==> src/rtl/axi4_lite_slave_regs.sv <==
// AXI4-Lite slave register file: NUM_REGS byte-strobed registers, independent
// write (AW/W in any order) and read channels, 1-bit OKAY/SLVERR responses.
module axi4_lite_slave_regs #(
  parameter int ADDRESS    = 2,
  parameter int DATA_WIDTH = 8,
  parameter int NUM_REGS   = 4
) (
  input  logic                  ACLK,
  input  logic                  ARESET,
  input  logic [ADDRESS-1:0]    S_AWADDR,
  input  logic                  S_AWVALID,
  output logic                  S_AWREADY,
  input  logic [DATA_WIDTH-1:0] S_WDATA,
  input  logic [3:0]            S_WSTRB,
  input  logic                  S_WVALID,
  output logic                  S_WREADY,
  output logic                  S_BRESP,
  output logic                  S_BVALID,
  input  logic                  S_BREADY,
  input  logic [ADDRESS-1:0]    S_ARADDR,
  input  logic                  S_ARVALID,
  output logic                  S_ARREADY,
  output logic [DATA_WIDTH-1:0] S_RDATA,
  output logic                  S_RRESP,
  output logic                  S_RVALID,
  input  logic                  S_RREADY
);

  localparam int unsigned NBYTES = DATA_WIDTH / 8;
  localparam int unsigned NREGS  = NUM_REGS;

  typedef enum logic {WR_IDLE, WR_RESP} wr_state_t;
  typedef enum logic {RD_IDLE, RD_DATA} rd_state_t;

  wr_state_t wr_state, wr_next;
  rd_state_t rd_state, rd_next;

  logic [DATA_WIDTH-1:0] regs [NUM_REGS];

  logic                  aw_full, w_full;
  logic [ADDRESS-1:0]    aw_addr_q;
  logic [DATA_WIDTH-1:0] w_data_q;
  logic [3:0]            w_strb_q;
  logic                  bresp_q, rresp_q;
  logic [DATA_WIDTH-1:0] rdata_q;

  logic                  aw_hs, w_hs, b_hs, ar_hs, r_hs, commit;
  logic [ADDRESS-1:0]    c_addr;
  logic [DATA_WIDTH-1:0] c_data;
  logic [3:0]            c_strb;

  function automatic logic in_range(input logic [ADDRESS-1:0] a);
    return 32'(a) < 32'(NUM_REGS);
  endfunction

  // Write channel; the commit operand comes from the latch or, if it completes
  // on this same edge, straight from the bus.
  always_comb begin
    wr_next   = wr_state;
    S_AWREADY = 1'b0;
    S_WREADY  = 1'b0;
    S_BVALID  = 1'b0;
    case (wr_state)
      WR_IDLE: begin
        S_AWREADY = !ARESET && !aw_full;
        S_WREADY  = !ARESET && !w_full;
      end
      WR_RESP: S_BVALID = 1'b1;
      default: ;
    endcase
    aw_hs  = S_AWVALID && S_AWREADY;
    w_hs   = S_WVALID && S_WREADY;
    b_hs   = S_BVALID && S_BREADY;
    commit = (wr_state == WR_IDLE) && (aw_full || aw_hs) && (w_full || w_hs);
    c_addr = aw_full ? aw_addr_q : S_AWADDR;
    c_data = w_full ? w_data_q : S_WDATA;
    c_strb = w_full ? w_strb_q : S_WSTRB;
    if (commit) wr_next = WR_RESP;
    if (b_hs)   wr_next = WR_IDLE;
  end

  always_comb begin
    rd_next   = rd_state;
    S_ARREADY = 1'b0;
    S_RVALID  = 1'b0;
    case (rd_state)
      RD_IDLE: S_ARREADY = !ARESET;
      RD_DATA: S_RVALID = 1'b1;
      default: ;
    endcase
    ar_hs = S_ARVALID && S_ARREADY;
    r_hs  = S_RVALID && S_RREADY;
    if (ar_hs) rd_next = RD_DATA;
    if (r_hs)  rd_next = RD_IDLE;
  end

  always_ff @(posedge ACLK) begin
    if (ARESET) begin
      wr_state <= WR_IDLE;
      rd_state <= RD_IDLE;
    end else begin
      wr_state <= wr_next;
      rd_state <= rd_next;
    end
  end

  always_ff @(posedge ACLK) begin
    if (ARESET) begin
      aw_full   <= 1'b0;
      w_full    <= 1'b0;
      aw_addr_q <= '0;
      w_data_q  <= '0;
      w_strb_q  <= '0;
      bresp_q   <= 1'b0;
      rresp_q   <= 1'b0;
      rdata_q   <= '0;
      for (int unsigned r = 0; r < NREGS; r++) regs[r] <= '0;
    end else begin
      if (aw_hs) begin
        aw_full   <= 1'b1;
        aw_addr_q <= S_AWADDR;
      end
      if (w_hs) begin
        w_full   <= 1'b1;
        w_data_q <= S_WDATA;
        w_strb_q <= S_WSTRB;
      end
      if (commit) begin
        bresp_q <= !in_range(c_addr);
        if (in_range(c_addr))
          for (int unsigned i = 0; i < NBYTES; i++)
            if (c_strb[i]) regs[c_addr][i*8 +: 8] <= c_data[i*8 +: 8];
      end
      if (b_hs) begin
        aw_full <= 1'b0;
        w_full  <= 1'b0;
        bresp_q <= 1'b0;
      end
      // Nonblocking update means a same-edge read sees the pre-commit value.
      if (ar_hs) begin
        rdata_q <= in_range(S_ARADDR) ? regs[S_ARADDR] : '0;
        rresp_q <= !in_range(S_ARADDR);
      end
      if (r_hs) begin
        rdata_q <= '0;
        rresp_q <= 1'b0;
      end
    end
  end

  assign S_BRESP = bresp_q;
  assign S_RDATA = rdata_q;
  assign S_RRESP = rresp_q;

endmodule

==> config.mk <==
export PLATFORM = sky130hd
export DESIGN_NAME = axi4_lite_slave_regs
export DESIGN_NICKNAME = d
export VERILOG_FILES = /design/src/rtl/axi4_lite_slave_regs.sv
export SDC_FILE = /design/constraint.sdc
export NUM_CORES = 1
export LEC_CHECK = 0
export BUFFER_PORTS_ARGS = -buffer_cell sky130_fd_sc_hd__buf_2
export CORE_MARGIN = 3
export CORE_UTILIZATION = 61
export CTS_CLUSTER_DIAMETER = 80
export DETAILED_ROUTE_END_ITERATION = 16
export PLACE_DENSITY = 0.84
export REMOVE_ABC_BUFFERS = 1
export SLEW_MARGIN = 15
export SYNTH_ARGS = -nofsm -noshare
export SYNTH_HDL_FRONTEND = slang
export SYNTH_SLANG_ARGS = --single-unit
==> constraint.sdc <==
create_clock -name ACLK -period 3.94 [get_ports ACLK]
set_input_delay 0.788 -clock ACLK [delete_from_list [all_inputs] [get_ports ACLK]]
set_output_delay 0.788 -clock ACLK [all_outputs]
set_load 0.05 [all_outputs]
==> After elaboration in Yosys (flattened, before gate mapping) <==
Memory sizes are Yosys's and may differ from the RTL's. A register that Yosys moved wholly into a read port is not among the register bits.
Cells that the tools add are included.
{ "totals": {"out_inout_bits": 15, "mem_bits_rw": 32, "memories": 1, "latch_bits": 0, "word_cells": 43, "mem_bits_ro": 0, "inputBits": 23, "register_bits": 15} }
{ "memory_table": {"columns": ["memory", "depth", "width", "rd", "rd_clocked_by_memory_dff", "wr", "line", "rtl"], "rows": [
  ["regs", 4, 8, 1, 1, 4, "38", "logic [DATA_WIDTH-1:0] regs [NUM_REGS];"]
]} }
{ "op_classes": {"shifts": 0, "n_lt_le_gt_ge": 0, "reduce_logical": 17, "mul": 0, "div": 0, "n_mux": 17, "n_eq_ne": 0, "n_addsub": 0, "bitwise": 1} }
{ "ops": {"columns": ["operator", "n"], "rows": [
  ["$mux 8", 2],
  ["$mux 1", 13],
  ["$logic_and 1x1->1", 9],
  ["$reduce_or 8->1", 1],
  ["$mux 2", 2],
  ["$reduce_or 2->1", 2],
  ["$logic_not 1->1", 3],
  ["$logic_or 1x1->1", 2],
  ["$not 1->1", 1]
]} }

==> Longest topological paths before layout <==
{ "depth": {"word_depth": 12, "depth_mapped": 5, "mapped_depth_nobuf": 3} }

==> Worst setup path before layout <==
Ideal clock, no wire load.
{ "synth_path": {"path_type": "input to output", "start": "in ARESET", "end": "out S_AWREADY", "required_time_ns": 3.152, "cell_stages": 2, "arrival_ns": 1.990, "slack_ns": 1.162, "path_buffers": 1, "cell_sequence": "buf_2 nor3_1"} }
{ "synth_between": {"elab_chain_cells": 3} }
{ "synth_rtl": {"columns": ["element", "line", "rtl"], "rows": [
  ["start: declaration", "9", "input logic ARESET,"],
  ["$logic_not 1->1", "65", "S_AWREADY = !ARESET && !aw_full;"],
  ["$logic_and 1x1->1", "65", null],
  ["$mux 1", "63", "case (wr_state)"],
  ["end: declaration", "12", "output logic S_AWREADY,"]
]} }
Every way passes these cells.

==> impl_metrics.py <==
metrics = {
    "outcome": {
        "status": "finished, final reports clean",
    },
    "critical_path": {
        "critPathTopFamily": "compound AO/OA/AOI/OAI gates",
        "cp_max_fo": 24,
        "path_buf_inv": 1,
        "crit_type": "in2reg",
        "critPathCapture": "regs[2][2]",
        "cpPeakStageDelay_ns": 0.66,
        "cp_num_cells": 4,
        "crit_chain": "buf_2, nor2b_1, o221ai_2, o21ai_1",
        "timing.rr.end": "regs[2][2]",
        "critPathLaunchType": "primary input",
        "critPathCaptureType": "flop",
        "regToRegStartpoint": "w_full",
        "crit_start": "ARESET",
        "cp_data_arrival_time_ns": 2.56,
        "worstPathRequired_ns": 3.88,
        "crit_slowest_cell": "o21ai_1",
        "reg2reg_setup_slack_ns": 1.53,
        "r2r_cells": 3,
    },
    "drt": {
        "wl_um": 5370,
        "routedWlPerCell_um": 15.8,
        "antenna_left": 0,
        "vias": 1997,
        "dr.first_iter.drc_count": 175,
        "drc": 0,
        "drt_pass1_iterations": 4,
        "viasPerCell": 5.89,
    },
    "clock_tree": {
        "clockBufferDepth": 2,
        "htreeDepth": 2,
        "clkSinkCount": 55,
        "numCtsBuffers": 5,
        "cts_setup_buffers": 0,
        "clk_latency_ns": 0.32,
        "holdBufCountCts": 0,
        "cts_tree": "built",
        "ctsRootBufferMaster": "clkbuf_8",
        "cts-resized-gates": 0,
        "path_clk_slew_ns": 0.09,
    },
    "pwr": {
        "p_per_area_mw_per_mm2": 398,
        "power.leakage_nw": 1.13,
        "ir_worst_vdd_mv": 0.245,
    },
    "global_route": {
        "grt_first_pass_wirelength_um": 8870,
        "grt_max_degree": 25,
        "grt_use_total_pct": 21.9,
        "grt_pass1_vias": 1876,
        "overflow": 0,
        "antenna_found_initial": 0,
    },
    "finish": {
        "final_util_pct": 70.6,
        "diodes": 0,
        "nets": 311,
        "fillers": 313,
        "drive_above_1_share_pct": 18.3,
        "final_area_mm2": 0.00293,
        "area_growth_pct": 7.74,
        "seq_area_mm2": 0.00142,
        "multi_input_area_mm2": 0.00114,
    },
    "timing": {
        "setup_tns_ns": 0,
        "min_period_ns": 2.62,
        "slew_violations": 0,
        "worst_pin_slew_ns": 0.913,
        "finalSetupViolations": 0,
        "fin_skew_ns": 0.0144,
        "fin_crit_sh_pct": 66.5,
        "max_slew_margin_pct": 39.0,
        "fmaxAchievable_mhz": 382,
        "grt_setup_unrepaired": "no",
        "hold_violations": 0,
    },
    "logic_synthesis": {
        "syn_inst": 264,
        "syn_area_per_cell_um2": 10.3,
        "synth_area_mm2": 0.00272,
        "ys_seq_elements": 55,
        "yosysUniqueCellTypes": 35,
        "seq_area_frac_synth_pct": 52.3,
        "synth_warnings": 0,
    },
    "floorplanning": {
        "die_y_um": 72.7,
        "initial_utilization_pct": 65.5,
        "core-area_mm2": 0.00414,
        "fp.dieW_um": 72.7,
        "io-pin-count": 38,
        "placementRows": 23,
        "die_area_mm2": 0.00529,
    },
    "place": {
        "place_area_mm2": 0.00285,
        "dp_hpwl_um": 3870,
        "port_buffers": 32,
        "gp_congestion": 0.752,
    },
    "job": {
        "maxCapViolations": 0,
    },
    "hold_path": {
        "min_path_type": "reg2reg",
    },
}
==> flip-flops by register name, summed over array words and instances, names as in the netlist <==
signal	count
w_strb_q	1
aw_addr_q	2
rd_state	1
wr_state	1
w_data_q	8
aw_full	1
w_full	1
S_RDATA	8
regs	32
==> cell usage after synthesis (all sizes together) <==
library cell,n,area [um^2]
a211oi,1,7.51
a21oi,10,50.1
a22oi,2,15.0
and3b,2,17.5
buf,14,101
clkbuf,5,18.8
conb,1,3.75
dfxtp,23,460
edfxtp,32,961
inv,10,37.5
mux2,10,113
mux2i,20,200
nand2,23,86.3
nand2b,1,6.26
nand3,1,5.00
nor2,53,199
nor2b,2,12.5
nor3,5,25.0
nor3b,4,30.0
nor4,2,12.5
nor4b,1,23.8
o211ai,3,22.5
o21ai,9,45.0
o21bai,8,60.1
o221ai,8,76.3
o22ai,1,6.26
o311a,8,80.1
o31ai,3,22.5
or2b,1,7.51
or4b,1,10.0
==> layout make-up <==
type | instances | area share [%]
sequential | 55 | 48.6
multi-input combinational | 181 | 39.0
timing repair buffer | 35 | 6.24
clock buffer | 6 | 2.48
tap | 50 | 2.14
inverter | 10 | 1.28
clock inverter | 2 | 0.299
==> logic make-up (layout without fill, tap and decap cells) <==
family	count (synthesis)	after routing	synth area share [%]
buf+inv	29	53	5.80
simple gates	96	96	16.0
compound gates	53	53	14.2
mux	30	30	11.5
flops	55	55	52.3
other cells	1	2	0.138
==> how the worst min path moves through the flow <==
stage	from	endpoint	slack (ns)	depth (start not counted)
floorplan	w_data_q[0]	w_data_q[0]	0.43	2
global placement	w_data_q[1]	w_data_q[1]	0.44	2
detailed placement	w_data_q[5]	w_data_q[5]	0.45	2
CTS	w_data_q[5]	w_data_q[5]	0.46	2
global route	w_data_q[3]	w_data_q[3]	0.48	2
finish	w_data_q[5]	w_data_q[5]	0.46	2
==> cell usage in the layout (no fill, tap or decap), types with 3 or more instances in the layout <==
cell      netlist  layout
o221ai_1        7       7
inv_1          10      10
buf_4           3       3
a21oi_1        10      10
o311a_1         8       8
o31ai_1         3       3
nor2_1         53      53
buf_2           6      32
dfxtp_1        23      23
nand2_1        23      23
nor3_1          5       5
nor3b_1         4       4
mux2i_1        20      20
edfxtp_1       32      32
mux2_2         10      10
o21bai_1        8       8
o21ai_0         8       8
o211ai_1        3       3
clkbuf_8        0       5
==> worst min-delay path: cells and delay by family (launching register included) <==
family | cells | cell delay, ns
AOI/OAI and AO/OA | 1 | 0.05
DFF | 1 | 0.32
and+or+nand+nor | 1 | 0.05
==> metal layers <==
layer	part of all wire [%]	global-route usage (%)
met1	40	26.4
met2	53	39.2
met3	5.7	4.96
met4	1.2	6.35
met5	0	0
==> power by group <==
group / leakage, nW / internal (mW) / switching (mW)
clock network: 0.0426 / 0.123 / 0.179
registers: 0.520 / 0.637 / 0.0284
logic: 0.571 / 0.0679 / 0.129
total: 1.13 / 0.828 / 0.337
==> stage by stage <==
| step | power (mW) | instances | setup WS [ns] | hold WS, ns |
|---|---|---|---|---|
| final | 1.17 | 339 | 1.32 | 0.460 |
| after global routing | 1.21 | 339 | 1.19 | 0.482 |
| after CTS | 1.16 | 339 | 1.39 | 0.463 |
| after detailed placement | 0.876 | 331 | 1.07 | 0.450 |
| after global placement | 0.869 | 331 | 1.12 | 0.438 |
| after floorplan | 0.813 | 246 | 1.32 | 0.427 |
Note: power is estimated with default switching activity, not from simulation.
